[config.mk]
export PLATFORM = sky130hd
export DESIGN_NAME = present_sp_iter
export DESIGN_NICKNAME = d
export VERILOG_FILES = /design/src/rtl/present_pkg.sv /design/src/rtl/present_sp_layer.sv /design/src/rtl/present_sp_iter.sv
export SDC_FILE = /design/constraint.sdc
export NUM_CORES = 1
export LEC_CHECK = 0
export CAP_MARGIN = 20
export CORE_AREA = 2 2 186 188
export DETAILED_ROUTE_END_ITERATION = 10
export DIE_AREA = 0 0 188 190
export PLACE_DENSITY_LB_ADDON = 0.3
export REMOVE_ABC_BUFFERS = 1
export SLEW_MARGIN = 20
export SYNTH_ARGS = -nofsm -noshare
export SYNTH_HDL_FRONTEND = slang
export SYNTH_SLANG_ARGS = --single-unit
[constraint.sdc]
create_clock -name clk -period 2.5 [get_ports clk]
set_input_delay 0.75 -clock clk [delete_from_list [all_inputs] [get_ports clk]]
set_output_delay 0.75 -clock clk [all_outputs]
set_load 0.03 [all_outputs]
[src/rtl/present_pkg.sv]
// present_pkg: shared definitions for the iterative PRESENT-style round engine.
//   - SBOX / SBOX_INV : 4-bit substitution table and its inverse
//   - state_e         : round engine FSM states
//   - perm_fwd/inv    : destination bit index of the bit permutation and its inverse
//   - ENC / DEC       : encodings of the mode input
package present_pkg;

  localparam logic ENC = 1'b0;
  localparam logic DEC = 1'b1;

  typedef enum logic [1:0] {
    ST_IDLE,
    ST_RUN,
    ST_FINAL,
    ST_DONE
  } state_e;

  localparam logic [3:0] SBOX [16] = '{
    4'hC, 4'h5, 4'h6, 4'hB, 4'h9, 4'h0, 4'hA, 4'hD,
    4'h3, 4'hE, 4'hF, 4'h8, 4'h4, 4'h7, 4'h1, 4'h2
  };

  localparam logic [3:0] SBOX_INV [16] = '{
    4'h5, 4'hE, 4'hF, 4'h8, 4'hC, 4'h1, 4'h2, 4'hD,
    4'hB, 4'h4, 4'h6, 4'h3, 4'h0, 4'h7, 4'h9, 4'hA
  };

  // Bit i moves to i*width/4 mod (width-1); the top bit maps onto itself.
  function automatic int perm_fwd(input int i, input int width);
    if (i == width - 1) return i;
    return (i * (width / 4)) % (width - 1);
  endfunction

  // Undoes perm_fwd: 4*(i*width/4) = i*width, which is i mod (width-1).
  function automatic int perm_inv(input int i, input int width);
    if (i == width - 1) return i;
    return (4 * i) % (width - 1);
  endfunction

endpackage

[src/rtl/present_sp_layer.sv]
// present_sp_layer: combinational substitution/permutation layer.
//   mode_i  : ENC -> P(S(x)), DEC -> S^-1(P^-1(x))
//   data_i  : WIDTH-bit layer input (state already XORed with the round key)
//   data_o  : WIDTH-bit layer output
module present_sp_layer
  import present_pkg::*;
#(
  parameter int WIDTH = 64
) (
  input  logic             mode_i,
  input  logic [WIDTH-1:0] data_i,
  output logic [WIDTH-1:0] data_o
);

  logic [WIDTH-1:0] sub_fwd;
  logic [WIDTH-1:0] enc_val;
  logic [WIDTH-1:0] perm_back;
  logic [WIDTH-1:0] dec_val;

  for (genvar n = 0; n < WIDTH / 4; n++) begin : g_nib
    assign sub_fwd[4*n +: 4] = SBOX[data_i[4*n +: 4]];
    assign dec_val[4*n +: 4] = SBOX_INV[perm_back[4*n +: 4]];
  end

  // Permutations are pure wiring; indices resolve at elaboration.
  for (genvar b = 0; b < WIDTH; b++) begin : g_bit
    localparam int FWD = perm_fwd(b, WIDTH);
    localparam int INV = perm_inv(b, WIDTH);
    assign enc_val[FWD]   = sub_fwd[b];
    assign perm_back[INV] = data_i[b];
  end

  assign data_o = (mode_i == DEC) ? dec_val : enc_val;

endmodule

[src/rtl/present_sp_iter.sv]
// present_sp_iter: iterative PRESENT-style round engine, one round per clock.
//   clk, rst              : clock, synchronous active-high reset
//   in_valid_i/in_ready_o : input block handshake, mode_i/data_i sampled on accept
//   key_req_o, rnd_o, rk_i: round-key request; rk_i must be valid while key_req_o=1
//   out_valid_o/out_ready_i, data_o : result handshake, data_o held while valid
module present_sp_iter
  import present_pkg::*;
#(
  parameter int WIDTH   = 64,
  parameter int NROUNDS = 31
) (
  input  logic                         clk,
  input  logic                         rst,
  input  logic                         in_valid_i,
  output logic                         in_ready_o,
  input  logic                         mode_i,
  input  logic [WIDTH-1:0]             data_i,
  output logic                         key_req_o,
  output logic [$clog2(NROUNDS+1)-1:0] rnd_o,
  input  logic [WIDTH-1:0]             rk_i,
  output logic                         out_valid_o,
  input  logic                         out_ready_i,
  output logic [WIDTH-1:0]             data_o
);

  localparam int RW = $clog2(NROUNDS + 1);
  localparam logic [RW-1:0] LAST_RND = RW'(NROUNDS - 1);

  if ((WIDTH % 4 != 0) || (WIDTH < 16)) begin : g_bad_width
    $error("present_sp_iter: WIDTH must be a multiple of 4 and at least 16");
  end
  if (NROUNDS < 1) begin : g_bad_rounds
    $error("present_sp_iter: NROUNDS must be at least 1");
  end

  state_e           state_q, state_d;
  logic [WIDTH-1:0] data_q,  data_d;
  logic             mode_q,  mode_d;
  logic [RW-1:0]    rnd_q,   rnd_d;

  logic [WIDTH-1:0] layer_in;
  logic [WIDTH-1:0] layer_out;

  assign layer_in = data_q ^ rk_i;

  present_sp_layer #(.WIDTH(WIDTH)) u_layer (
    .mode_i (mode_q),
    .data_i (layer_in),
    .data_o (layer_out)
  );

  always_comb begin
    state_d     = state_q;
    data_d      = data_q;
    mode_d      = mode_q;
    rnd_d       = rnd_q;
    in_ready_o  = 1'b0;
    key_req_o   = 1'b0;
    out_valid_o = 1'b0;

    case (state_q)
      ST_IDLE: in_ready_o = 1'b1;
      ST_RUN: begin
        key_req_o = 1'b1;
        data_d    = layer_out;
        rnd_d     = rnd_q + 1'b1;
        if (rnd_q == LAST_RND) state_d = ST_FINAL;
      end
      ST_FINAL: begin
        key_req_o = 1'b1;
        data_d    = layer_in;
        state_d   = ST_DONE;
      end
      ST_DONE: begin
        out_valid_o = 1'b1;
        // Result leaving frees the engine in the same cycle for the next block.
        in_ready_o  = out_ready_i;
        if (out_ready_i) state_d = ST_IDLE;
      end
      default: state_d = ST_IDLE;
    endcase

    // Accept overrides the DONE->IDLE return when a block is waiting.
    if (in_ready_o && in_valid_i) begin
      data_d  = data_i;
      mode_d  = mode_i;
      rnd_d   = '0;
      state_d = ST_RUN;
    end
  end

  always_ff @(posedge clk) begin
    if (rst) begin
      state_q <= ST_IDLE;
      data_q  <= '0;
      mode_q  <= ENC;
      rnd_q   <= '0;
    end else begin
      state_q <= state_d;
      data_q  <= data_d;
      mode_q  <= mode_d;
      rnd_q   <= rnd_d;
    end
  end

  assign rnd_o  = rnd_q;
  assign data_o = data_q;

endmodule

; ---- Yosys cells after proc, flatten, opt, wreduce, memory -nomap -nowiden
; Memories as Yosys holds them, arrays and structs flattened.
; Index checks and enable logic that the tools add are counted.
[totals]
regBits = 72
rom_bits = 2048
inputBits = 133
out_inout_bits = 72
elab_cells = 194
mem_count = 32
[op_classes]
n_addsub = 1
n_lt_le_gt_ge = 32
n_eq_ne = 8
n_mux = 74
n_bitwise = 33
n_reduce_logical = 9
[mem_list]
columns = name, depth, word_bits, read_ports, rd_ports_with_merged_regs, write_ports, line_no
row1 = (name not given), 16, 4, 1, 0, 0, present_sp_layer.sv:21  ; assign sub_fwd[4*n +: 4] = SBOX[data_i[4*n +: 4]];
row2 = (name not given), 16, 4, 1, 0, 0, present_sp_layer.sv:22  ; assign dec_val[4*n +: 4] = SBOX_INV[perm_back[4*n +: 4]];
row3 = (name not given), 16, 4, 1, 0, 0, present_sp_layer.sv:21
row4 = (name not given), 16, 4, 1, 0, 0, present_sp_layer.sv:22
row5 = (name not given), 16, 4, 1, 0, 0, present_sp_layer.sv:21
row6 = (name not given), 16, 4, 1, 0, 0, present_sp_layer.sv:22
row7 = 26 more memories, n/a, n/a, n/a, n/a, n/a, n/a
[op_table]
columns = cell, count
row1 = two-way mux 4 bit, 64
row2 = "greater-or-equal comparator 5 bit, second input constant", 32
row3 = NOT 4 -> 5 bit, 32
row4 = two-way mux 64 bit, 2
row5 = one-hot mux 64 bit (2 select lines), 1
row6 = XOR 64 bit, 1
row7 = "!= test 3 bit, second input constant", 2
row8 = one-hot mux 2 bit (3 select lines), 1
row9 = AND reduction 3 bit, 2
row10 = nonzero test 3 bit, 2
row11 = "adder 5 x 1 -> 5 bit, second input constant", 1
row12 = "== test 5 bit, second input constant", 1
row13 = "== test 2 bit, second input constant", 2
row14 = two-way mux 2 bit, 2
row15 = "!= test 2 bit, second input constant", 2
row16 = nonzero test 4 bit, 1
row17 = OR reduction 2 bit, 2
row18 = two-way mux 1 bit, 3
row19 = "== test 2 x 1 -> 1 bit, second input constant", 1
row20 = logical NOT 2 bit, 1
row21 = one-hot mux 1 bit (2 select lines), 1
row22 = logical AND 1 bit, 1

; ---- Logic depth before layout (Yosys ltp)
[depth]
word_depth = 8
mapped_depth = 10
mapped_depth_nobuf = 9

; ---- By module
; From an unflattened synthesis, not the netlist that was laid out.
[hier_totals]
hier_cells = 1433
area_unflattened_um2 = 11738.8
[modules_own_cells]
columns = module, instances, cells_per_inst, area_per_inst_um2, seq_area_each_um2
row1 = present_sp_layer, 1, 809, 6407.4, 0.0
row2 = present_sp_iter, 1, 624, 5331.4, 1441.4

; ---- Least setup slack after synthesis
; OpenSTA, ideal clock, no wires.
[synth_path]
path_kind = input-to-reg
start = input rk_i[1]
end = register data_q[32] (netlist: data_o[32])
setup_time_ps = 119
arrival_ps = 2459
required_time_ps = 2381
setup_slack_ps = -78
cell_stages = 8
path_buffers = 0
path_cell_list = xnor2_1 clkinv_1 ha_1 mux4_2 nor2_1 a31oi_1 o21ai_0 nand2_1
[synth_between]
elab_chain_cells = 8
[synth_rtl]
columns = item, line_no
row1 = from (decl), present_sp_iter.sv:20  ; input logic [WIDTH-1:0] rk_i,
row2 = XOR 64 bit, present_sp_iter.sv:44  ; assign layer_in = data_q ^ rk_i;
row3 = NOT 4 -> 5 bit (not written as such), present_sp_layer.sv:21
row4 = memory read (16 x 4 bit), n/a
row5 = two-way mux 4 bit (not written as such) (2 in a row), present_sp_layer.sv:21
row6 = two-way mux 64 bit, present_sp_layer.sv:33  ; assign data_o = (mode_i == DEC) ? dec_val : enc_val;
row7 = one-hot mux 64 bit (2 select lines), present_sp_iter.sv:61  ; case (state_q)
row8 = two-way mux 64 bit, present_sp_iter.sv:84  ; if (in_ready_o && in_valid_i) begin
row9 = to (signal assigned), present_sp_iter.sv:100  ; data_q <= data_d;
row10 = to (decl), present_sp_iter.sv:37  ; logic [WIDTH-1:0] data_q, data_d;
; No other way between the ends. The select of a mux whose other input is x is not followed.
; A chain may end at the register's enable or synchronous reset.

; ---- Worst setup path after layout
[layout_path]
start = input rk_i[52]
end = register data_q[45] (netlist: data_o[45])
; Same word-level chain as after synthesis.

==> summary.md <==
| Metric | Value |
|---|---|
| Placed cell area | `14800 um^2` |
| Clock buffer depth | `2` |
| Via count | `12600` |
| Core ar. | `33900 um^2` |
| Clk root buf | `clkbuf_16` |
| Most frequent cell after synthesis | `a21oi_1` |
| H-tree levels | `3` |
| WP data arrival | `2.68 ns` |
| Placed instance count | `2266` |
| Crit-path cells | `clkdlybuf4s50_1 > xnor2_4 > inv_2 > buf_4 > ha_1 > mux4_2 > mux2i_1 > o22ai_1` |
| CTS tree | `built` |
| Minimum clock period | `2.45 ns` |
| Final hold violation count | `0` |
| CP endpoint kind | `flip-flop` |
| Dominant cell type by area after synthesis | `dfxtp_1` |
| DP HPWL | `36600 um` |
| Cts bufs inserted | `9` |
| Place WS | `-0.530 ns` |
| Port bufs | `204` |
| Final max-slew violation count | `0` |
| Yosys reg bits | `72` |
| Max Freq | `0.409 GHz` |
| Power Density | `1240 nW/um^2` |
| Fraction of layout instances using a drive strength above 1 | `26.3%` |
| Total global routing overflow | `0` |
| Top cell type's share of synthesized area | `14.9%` |
| Chip height | `190 um` |
| Worst vdd ir | `0.544 mV` |
| Detailed-route DRC error count | `0` |
| Cell area after synthesis | `9640 um^2` |
| Largest net degree at the start of global routing | `74` |
| WHS | `0.522 ns` |
| Initial core utilization | `28.4%` |
| Register area | `1440 um^2` |
| Width of the chip | `188 um` |
| Clock Skew | `0.0149 ns` |
| Via/cell ratio | `5.49` |
| Number of antenna violations at the first check in global routing | `0` |
| Critical path buffers and inverters | `3` |
| Hold Crit Class | `reg -> reg` |
| TritonRoute pass-1 iters | `5` |
| CP max stage delay | `0.48 ns` |
| Vias in the first global route | `11900` |
| Skew-Pair Late Insertion Delay | `0.36 ns` |
| Synthesis-to-finish area growth | `61.3%` |
| Synth warn | `0` |
| Avg Cell Area, Syn | `7.17 um^2` |
| Mapped Cells | `1344` |
| Nets | `2049` |
| Ratio of final minimum period to clock period | `97.8%` |
| DRT antenna net count | `0` |
| Critical path class | `in -> reg` |
| Filler cells | `3354` |
| CP max FO | `4` |
| # IOs | `205` |
| Fin worst setup slack | `0.0538 ns` |
| Setup-failing EPs final | `0` |
| Post-synth top cells | `138 x a21oi_1, 132 x nor2_1, 104 x nand2_1` |
| First-pass GRT wire length | `71000 um` |
| Slew at the pin closest to its max-slew limit | `0.619 ns` |
| Total GRT Usage | `25.7%` |
| Die area | `35700 um^2` |
| EDFF count, synth | `0` |
| Max-cap violations | `0` |
| Final instance area | `15600 um^2` |
| Worst Setup Start Kind | `input pin` |
| Post-synth ARST share | `0%` |
| Fin cells | `2290` |
| Delay-heaviest family, CP | `buffers and inverters` |
| Sequential-to-total area share from yosys stat | `14.9%` |
| Worst-path clk slew | `0.07 ns` |
| Clock tree sinks | `72` |
| Synth top area cells | `dfxtp_1 15%, ha_1 11%, a21oi_1 7.2%, nor2_1 5.1%, a211oi_1 5.1%` |
| Area of the multi-input gates | `7980 um^2` |
| Run status | `finished clean` |
| Max-slew headroom | `58.5%` |
| Row count | `68` |
| Average wire per standard cell | `20.4 um` |
| Main synth FF type | `dfxtp_1` |
| ANT cells | `0` |
| WP data required | `2.74 ns` |
| Initial DRC Count | `1149` |
| Final WL | `46700 um` |
| Slowest CP cell | `clkdlybuf4s50_1` |
| Static Leak | `0.00648 uW` |
| GPL Wtd Cong | `0.965` |
| Post-synth cell types | `62` |
-- power breakdown --
group | leakage, uW | switching [uW] | total [uW] | internal, uW
Clock | 0.000151 | 651 | 1560 | 908
Sequential | 0.000595 | 571 | 2100 | 1530
Combinational | 0.00573 | 8660 | 15700 | 7020
-- flip-flops by register name (all words and copies together) (netlist names) --
register,cells
data_o,64
mode_q,1
rnd_o,5
state_q,2
-- cells in the final DEF (no fill, tap or decap), drive strengths merged, types with 4 or more instances in the layout --
cell / count
buf: 358
clkdlybuf4s50: 183
a21oi: 138
nor2: 132
nand2: 104
o21ai: 96
nor3: 87
ha: 86
dfxtp: 72
a211oi: 66
inv: 56
xnor2: 55
xor2: 49
nand3: 37
a31oi: 34
o211ai: 31
o22ai: 25
a311oi: 23
nor4: 18
mux2i: 17
nand2b: 17
dlymetal6s2s: 15
mux4: 15
clkinv: 12
o311ai: 12
and3: 10
clkbuf: 10
a221oi: 7
nand4: 6
a22oi: 5
o32ai: 5
a211o: 5
o2111ai: 5
dlygate4sd2: 4
a2111oi: 4
-- repair_timing --
item / CTS / global route
pin swaps: 5 / 23
hold endpoints to repair: 0 / 0
setup buffers: 4 / 4
setup endpoints to repair: 33 / 46
gates resized for setup: 31 / 66
hold buffers: 0 / 0
-- layout make-up --
cell class	count	share of cell area, %
clock inverters	6	0.587
repair buffers	560	32.0
inverters	67	1.65
well taps	455	3.66
clock buffers	10	1.54
flip-flops and latches	72	9.27
multi-input cells	1120	51.3
-- metal layers --
layer / up-vias / wire length [um] / track usage, %
li1: 5982 / - / -
met1: 6010 / 21300 / 35.9
met2: 510 / 21100 / 41.3
met3: 74 / 3030 / 3.17
met4: 0 / 1310 / 7.96
met5: - / 0 / 0
-- final timing paths --
check / from / to / slack, ns / cells after the start
worst max-delay path: rk_i[52] / data_o[45] / 0.05 / 8
worst min-delay path: data_o[63] / data_o[63] / 0.52 / 2
worst max register to register: state_q[0] / data_o[43] / 0.23 / 8
worst min register to register: data_o[63] / data_o[63] / 0.52 / 2
-- cell families (layout without fill, tap and decap cells) --
group,Yosys count,count (layout),share of synthesized area [%]
adder cells (fa/ha/maj),86,86,11.2
buffers and inverters,152,643,6.23
AND/OR/NAND/NOR,417,417,19.4
multiplexers,33,33,5.46
XOR/XNOR,104,104,11.1
flip-flops,72,72,14.9
AO/OA/AOI/OAI,480,480,31.7
-- worst reg2reg max path, stage by stage (launching register included) --
cell	delay, ns
dfxtp_1	0.37
inv_1	0.11
ha_1	0.40
nor2_2	0.08
nand2_2	0.21
buf_4	0.34
o211ai_1	0.20
a311oi_1	0.37
nor3_1	0.08
-- stage by stage --
| stage | power (uW) | setup TNS (ns) | utilization [%] |
|---|---|---|---|
| 5_1_grt | 20600 | -0.0817 | 45.8 |
| 2_1_floorplan | 9750 | -116.63 | - |
| 3_3_place_gp | 16900 | -21.69 | 43.5 |
| 6_report | 19300 | 0 | 45.8 |
| 4_1_cts | 18800 | 0 | 45.0 |
| 3_5_place_dp | 17000 | -22.33 | 43.5 |
No activity file was read; power rests on OpenSTA's default activity.
